$ cat src/rtl/fetch_controller.sv
// fetch_controller
// Sequences a 16x16 synchronous instruction memory. In IDLE the memory port
// belongs to the program loader. In RUN the controller fetches sequentially
// from a 4-bit PC. A small circular instruction queue hides the memory's
// one-cycle read latency. A valid/ready handshake feeds the issue stage.
// Fetch stops on an all-zero word: the queue drains, then done pulses once.

module fetch_controller #(
    parameter int QDEPTH = 4
) (
    input  logic        Clock,
    input  logic        Reset,
    input  logic        start,
    input  logic [3:0]  start_pc,
    input  logic        redirect,
    input  logic [3:0]  redirect_pc,
    input  logic        load_valid,
    input  logic [3:0]  load_addr,
    input  logic [15:0] load_data,
    output logic        load_ready,
    output logic [3:0]  mem_Address,
    output logic        mem_Wren,
    output logic [15:0] mem_Din,
    input  logic [15:0] mem_Q,
    output logic        out_valid,
    input  logic        out_ready,
    output logic [15:0] out_instr,
    output logic [3:0]  out_pc,
    output logic        busy,
    output logic        done
);

    // Pointer width and occupancy-count width for the queue.
    localparam int PW = (QDEPTH > 1) ? $clog2(QDEPTH) : 1;
    localparam int CW = $clog2(QDEPTH + 1);
    localparam logic [CW:0]   QD_LIMIT = (CW + 1)'(QDEPTH);
    localparam logic [PW-1:0] LAST_PTR = PW'(QDEPTH - 1);

    typedef enum logic [1:0] {
        IDLE  = 2'd0,
        RUN   = 2'd1,
        DRAIN = 2'd2
    } state_t;

    state_t         state;
    logic [3:0]     pc;          // next address to fetch
    logic           pend;        // a read issued last cycle arrives on mem_Q now
    logic [3:0]     pend_pc;     // address of that in-flight read
    logic [CW-1:0]  count;       // queue occupancy
    logic [PW-1:0]  head;
    logic [PW-1:0]  tail;
    logic           done_r;

    logic [15:0]    q_instr [QDEPTH];
    logic [3:0]     q_pc    [QDEPTH];

    logic           active;
    logic           redirect_go;
    logic           credit;
    logic           issue;
    logic           capture;
    logic           zero_word;
    logic           enq;
    logic           deq;
    logic           not_empty;

    // Advance a queue pointer. The wrap is explicit so that depths which
    // are not powers of two also work.
    function automatic logic [PW-1:0] next_ptr(input logic [PW-1:0] p);
        return (p == LAST_PTR) ? '0 : p + 1'b1;
    endfunction

    // ------------------------------------------------------------------
    // Control decode
    // ------------------------------------------------------------------
    assign active      = (state != IDLE);
    assign redirect_go = redirect && active;
    assign not_empty   = (count != '0);

    // A read may issue only if every queued entry plus the one in flight
    // leaves room. Because of this, the queue can never overflow.
    assign credit    = ({1'b0, count} + {{CW{1'b0}}, pend}) < QD_LIMIT;
    assign issue     = (state == RUN) && !redirect && credit;

    // A redirect drops whatever read is arriving in the same cycle.
    assign capture   = pend && !redirect_go;
    assign zero_word = capture && (mem_Q == 16'd0);
    assign enq       = capture && !zero_word;

    assign out_valid = not_empty && !redirect_go;
    assign deq       = out_valid && out_ready;

    // ------------------------------------------------------------------
    // Memory port and output muxing
    // ------------------------------------------------------------------
    assign load_ready  = (state == IDLE) && !Reset;
    assign mem_Wren    = load_ready && load_valid;
    assign mem_Address = (state == IDLE) ? load_addr : pc;
    assign mem_Din     = load_data;

    assign out_instr   = not_empty ? q_instr[head] : 16'd0;
    assign out_pc      = not_empty ? q_pc[head]    : 4'd0;
    assign busy        = active;
    assign done        = done_r;

    // ------------------------------------------------------------------
    // Sequencing FSM with a registered done pulse
    // ------------------------------------------------------------------
    // Sequencing FSM: IDLE -> RUN -> DRAIN -> IDLE, with redirect back to RUN.
    // NOTE: sequential state always uses non-blocking (<=) assignment, so
    // every flop samples the pre-edge values regardless of statement order.
    always_ff @(posedge Clock) begin
        if (Reset) begin
            state  <= IDLE;
            done_r <= 1'b0;
        end else begin
            done_r <= 1'b0;
            unique case (state)
                IDLE: begin
                    if (start) state <= RUN;
                end
                RUN: begin
                    if (redirect_go)    state <= RUN;
                    else if (zero_word) state <= DRAIN;
                end
                DRAIN: begin
                    if (redirect_go) begin
                        state <= RUN;
                    end else if (!not_empty) begin
                        state  <= IDLE;
                        done_r <= 1'b1;
                    end
                end
                default: state <= IDLE;
            endcase
        end
    end

    // ------------------------------------------------------------------
    // Fetch datapath: PC and in-flight read tracking
    // ------------------------------------------------------------------
    // PC update and in-flight read tracking.
    always_ff @(posedge Clock) begin
        if (Reset) begin
            pc      <= 4'd0;
            pend    <= 1'b0;
            pend_pc <= 4'd0;
        end else begin
            if (state == IDLE) begin
                if (start) pc <= start_pc;
            end else if (redirect_go) begin
                pc <= redirect_pc;
            end else if (issue) begin
                pc <= pc + 4'd1;
            end
            // A read that issues in the cycle a zero word lands is past the
            // end of the program, so it is never marked as pending.
            pend    <= issue && !zero_word;
            pend_pc <= pc;
        end
    end

    // ------------------------------------------------------------------
    // Instruction queue
    // ------------------------------------------------------------------
    // Queue pointers and occupancy; a redirect empties the queue.
    always_ff @(posedge Clock) begin
        if (Reset) begin
            head  <= '0;
            tail  <= '0;
            count <= '0;
        end else if (redirect_go) begin
            head  <= '0;
            tail  <= '0;
            count <= '0;
        end else begin
            if (enq) tail <= next_ptr(tail);
            if (deq) head <= next_ptr(head);
            case ({enq, deq})
                2'b10:   count <= count + 1'b1;
                2'b01:   count <= count - 1'b1;
                default: count <= count;
            endcase
        end
    end

    // Queue storage: the captured word and the PC it was fetched from.
    // NOTE: the storage array is deliberately left out of reset. The
    // occupancy count alone defines which entries are meaningful, and the
    // outputs are masked while the queue is empty.
    always_ff @(posedge Clock) begin
        if (enq && !Reset) begin
            q_instr[tail] <= mem_Q;
            q_pc[tail]    <= pend_pc;
        end
    end

endmodule
$ cat config.mk
export PLATFORM = sky130hd
export DESIGN_NAME = fetch_controller
export DESIGN_NICKNAME = d
export VERILOG_FILES = /design/src/rtl/fetch_controller.sv
export SDC_FILE = /design/constraint.sdc
export NUM_CORES = 1
export LEC_CHECK = 0
export CORE_MARGIN = 2
export CORE_UTILIZATION = 50
export CTS_CLUSTER_DIAMETER = 60
export DETAILED_ROUTE_END_ITERATION = 10
export PLACE_DENSITY = 0.79
export SLEW_MARGIN = 10
export SYNTH_ARGS = -nofsm -noshare
export SYNTH_HDL_FRONTEND = slang
export SYNTH_SLANG_ARGS = --single-unit
export TNS_END_PERCENT = 100
$ cat constraint.sdc
create_clock -name Clock -period 3.6 [get_ports Clock]
set_clock_uncertainty 0.1 [all_clocks]
set_input_delay 1.08 -clock Clock [delete_from_list [all_inputs] [get_ports Clock]]
set_output_delay 1.08 -clock Clock [all_outputs]
set_load 0.01 [all_outputs]
* Word-level counts from Yosys, hierarchy flattened
Memory sizes are Yosys's and may differ from the RTL's. A register that Yosys moved wholly into a read port is not among the register bits. Index checks and enable logic that the tools add are counted.
Word-level totals: bits in registers 19, RAM bits 80, input port bits 50, output and inout bits 45, memories kept 2
Cells by class: add/subtract/negate cells 6, magnitude comparators 1, equal/unequal tests 9, mux-type cells 23, bitwise logic cells 1, reduce and logical (&&, ||, !) cells 26
Memory list:
- q_instr | depth 4, bits a word 16, read ports 1, clocked after memory_dff 1, wr ports 1, line 54 | logic [15:0] q_instr [QDEPTH];
- q_pc | depth 4, bits a word 4, read ports 1, clocked after memory_dff 1, wr ports 1, line 55 | logic [3:0] q_pc [QDEPTH];
Operator list (number):
- 4-bit two-way mux | 6
- 2-bit two-way mux | 11
- 16-bit zero test | 1
- 16-bit two-way mux | 1
- 1-bit logical AND | 12
- 2-bit equality test, second input constant | 4
- 3-bit inequality test, second input constant | 2
- 2-bit case mux with 3 select lines | 1
- 3-bit case mux with 2 select lines | 1
- 3-bit nonzero test | 2
- 2-bit by 1-bit adder with 2-bit output, second input constant | 2
- 3-bit by 1-bit adder with 4-bit output | 1
- 4-bit by 1-bit adder with 4-bit output, second input constant | 1
- 2-bit by 1-bit equality test with 1-bit output, second input constant | 2
- 1-bit zero test | 4
- 4-bit by 3-bit < comparator with 1-bit output, second input constant | 1
- 2-bit nonzero test | 2
- 3-bit by 1-bit adder with 3-bit output, second input constant | 1
- 1-bit two-way mux | 3
- 3-bit AND reduction | 1
- 3-bit OR reduction | 1
- 3-bit by 1-bit subtractor with 3-bit output, second input constant | 1
- 2-bit zero test | 1
- 2-bit inequality test, second input constant | 1
- other kinds (3) | 3

* Longest topological paths before layout
depth after elaboration 10, mapped depth 10, gate-level depth less buffers 9

* Worst setup path after synthesis
OpenSTA, ideal clock, no wires.
kind input to register, start point in mem_Q[9], end point reg count[2], arrival 2764 ps, data required time 3430 ps, path slack 666 ps, stages on the path 9, path buffers 0, cell sequence nor4_1 nand4_1 nand2_1 ha_1 inv_1 fa_1 xor2_1 or3_1 a21oi_1
Between the ends: longest elaborated chain between the ends 6
RTL lines:
- start, declared | line 24 | input logic [15:0] mem_Q,
- 16-bit zero test * | line 87 | assign zero_word = capture && (mem_Q == 16'd0);
- 1-bit logical AND * | line 87
- 1-bit zero test * | line 88 | assign enq = capture && !zero_word;
- 1-bit logical AND * | line 88
- 2-bit by 1-bit equality test with 1-bit output or 2-bit equality test (tied branches) | line 179 | case ({enq, deq})
- 3-bit case mux with 2 select lines or 2-bit nonzero test (tied branches)
- end signal, assigned | line 180 | 2'b10: count <= count + 1'b1;
- end signal, assigned | line 181 | 2'b01: count <= count - 1'b1;
- end signal, assigned | line 182 | default: count <= count;
- end, declared | line 49 | logic [CW-1:0] count;
Every way passes the cells marked *; elsewhere a longest branch is shown, timed or not. A chain may end at the register's enable or synchronous reset.

* Worst setup path in the final report
start point in Reset, end point out mem_Wren
Between the ends: longest elaborated chain between the ends 3
RTL lines:
- start, declared | line 12 | input logic Reset,
- 1-bit zero test | line 96 | assign load_ready = (state == IDLE) && !Reset;
- 1-bit logical AND | line 96
- 1-bit logical AND | line 97 | assign mem_Wren = load_ready && load_valid;
- end, declared | line 22 | output logic mem_Wren,
No other way between the ends.

==> results.md <==
* Critical Path AT at 2.32 ns
* Drt drc at 0
* Largest net degree at the start of global routing at 25
* Die ar. at 9410 um^2
* Antenna Cells at 0
* Post-CTS sizing at 0
* Setup CP Type: in2out
* Power per cell area at 415 nW/um^2
* Cells after Synth at 293
* Yosys top cell area share at 55.5%
* Final Util at 63.5%
* Vias in the first global route at 2599
* Unique masters post-synth at 44
* Worst-path cell chain: clkdlybuf4s50_1, nor2_1, and2_1, clkdlybuf4s50_1
* H-tree depth at 3
* Predominant post-synthesis flop cell: edfxtp_1
* DR WL/cell at 16.9 um
* Post-placement cell count at 454
* Ys Warns at 0
* IO buf count at 62
* #FFs+latches synth at 101
* Slew of the pin with the lowest slew margin at 0.794 ns
* Max Buffers Root-to-Sink at 2
* Total of max-cap violations at 0
* Outcome: finished, final reports clean
* Post-DP HPWL at 5.27 mm
* Final Max Slew Viols at 0
* Peak supply drop at 164 uV
* ANT nets after route at 0
* Final nets at 418
* CTS tree: done
* Register area share after synthesis at 65.2%
* Initial core utilization at 52.1%
* Worst Path Required at 2.42 ns
* Layout cells sized above 1 at 17.0%
* Gr usage total at 17.6%
* DR pass1 iterations at 4
* Syn Area/Cell at 14.8 um^2
* Hold Buf Count CTS at 0
* Fillers at 629
* CTS root buf: clkbuf_8
* Largest cells by area after synthesis: edfxtp_1, mux4_2, dfxtp_1
* Post-CTS Setup Bufs at 0
* Clock slew at reported path FFs at 0.09 ns
* Pleak at 1.80 nW
* EDFF count, synth at 80
* Max Freq at 0.286 GHz
* Setup TNS at 0 ns
* Clock period minus worst slack at 3.50 ns
* FP Rows at 33
* Chip height at 97.0 um
* Worst hold-check path type: reg2reg
* RSZ-0062 raised after global routing: no
* Normalized max-slew margin at 47.1%
* Wire length on met3 at 386 um
* Worst setup margin at 0.104 ns
* Crit start category: input port
* Final cycle utilization of the critical path at 97.1%
* Non-filler cells, final at 470
* CTS Sinks at 101
* Initial antenna violation count at 0
* WL final at 7.94 mm
* Synthesized net count at 351
* Ys async rst share at 0%
* Worst slack, placed at -0.203 ns
* Core Box Area at 8300 um^2
* Total CTS buffers at 9
* First-pass GRT wire length at 13.0 mm
* Wire length on met2 at 4.03 mm
* CP Capture Type: output port
* Top sig layer: met4
* Mapped Area at 4330 um^2
* Critical path's largest stage delay at 0.53 ns
* CP Max Fanout at 2
* Dominant cell type by count on the critical path: clkdlybuf4s50_1
* DR iter-0 viols at 102
* Final setup viols at 0
* Hold Fails Final Rpt at 0
* Die Wd at 97.0 um
* Vias per std cell at 5.44
* Top delay family on crit path: buffers and inverters
* Global placer's final weighted congestion at 0.814
* Io pins at 95
* Vias at 2557
* CP max stage cell: clkdlybuf4s50_1
* Worst Hold Margin at 0.393 ns
* Top cell type by total area after synthesis: edfxtp_1
* Critical path buffers and inverters at 2
* Metal1 wirelength at 3.45 mm
* Layout area overhead at 21.8%
* Clock latency on the worst-skew pair at 0.35 ns
* Grt ovf at 0
worst reg2reg max path, stage by stage, from the launching register on:
cell	delay, ns
dfxtp_1	0.42
or3_1	0.66
and3_1	0.28
ha_1	0.17
inv_1	0.05
fa_1	0.37
xor2_1	0.18
or3_1	0.31
a21oi_1	0.15
area by class of cell:
cell class	count	area, um^2	share of cell area [%]
clock buffers	9	124	2.35
flip-flops and latches	101	2820	53.6
repair buffers	85	806	15.3
multi-input cells	155	1280	24.4
clock inverters	7	71.3	1.35
inverters	8	30.0	0.570
well taps	105	131	2.49
logic make-up (layout without fill, tap and decap cells):
logic type               Yosys count  count (layout)  synth area share [%]
adder cells (fa/ha/maj)            8               8                  2.49
XOR/XNOR                           2               2                 0.405
flip-flops                       101             101                  65.2
multiplexers                      21              21                  10.6
buffers and inverters             37             109                  5.06
AO/OA/AOI/OAI                     30              30                  4.63
AND/OR/NAND/NOR                   94              94                  11.5
flip-flops by register name (all words and copies together) (netlist names), named ones only:
signal   flops
q_instr     64
q_pc        16
pc           4
pend_pc      4
count        3
head         2
state        2
tail         2
done         1
pend         1
report_power, final:
part	switching, mW	total, mW	internal (mW)
Sequential	0.0139	1.28	1.27
Combinational	0.0866	0.198	0.112
Clock	0.381	0.706	0.324
per-stage QoR:
stage | instance area [um^2] | total power, mW
after floorplan | 4330 | 1.42
after global placement | 5070 | 1.50
after detailed placement | 5070 | 1.51
after CTS | 5270 | 2.21
after global routing | 5270 | 2.27
final | 5270 | 2.19
layout by cell type (no fill, tap or decap), drive strengths merged, types with 2 or more instances in the layout:
master / netlist / final
a21oi: 12 / 12
and2: 26 / 26
and3: 3 / 3
buf: 23 / 23
clkbuf: 6 / 9
clkdlybuf4s50: 0 / 62
clkinv: 0 / 2
dfxtp: 21 / 21
edfxtp: 80 / 80
ha: 7 / 7
inv: 8 / 11
mux4: 20 / 20
nand2: 19 / 19
nand2b: 2 / 2
nand3: 7 / 7
nand4: 2 / 2
nor2: 13 / 13
nor2b: 3 / 3
nor3: 7 / 7
nor4: 4 / 4
o21ai: 7 / 7
o32ai: 2 / 2
or3: 3 / 3
xor2: 2 / 2
synth_stat cells (2+ instances only):
master,number
a21oi_1,11
and2_1,26
and3_1,3
buf_2,4
buf_4,18
clkbuf_1,6
dfxtp_1,21
edfxtp_1,80
ha_1,7
inv_1,7
mux4_2,20
nand2_1,18
nand2b_1,2
nand3_1,7
nand4_1,2
nor2_1,13
nor2b_1,3
nor3_1,7
nor4_1,4
o21ai_0,6
o32ai_1,2
or3_1,3
xor2_1,2
routing by layer:
metal	GRT usage, %	vias to the layer above
li1	-	1217
met1	22.8	1256
met2	29.5	75
met3	4.05	9
met4	5.74	0
met5	0	-
worst paths after layout:
check                     to        from  slack (ns)  cells past startpoint
hold reg to reg   q_pc[2][1]  pend_pc[1]        0.39                      0
setup reg to reg    count[2]    count[0]        0.85                      8
setup / recovery    mem_Wren       Reset        0.10                      4
hold / removal    q_pc[2][1]  pend_pc[1]        0.39                      0
No activity file was read; power rests on OpenSTA's default activity.
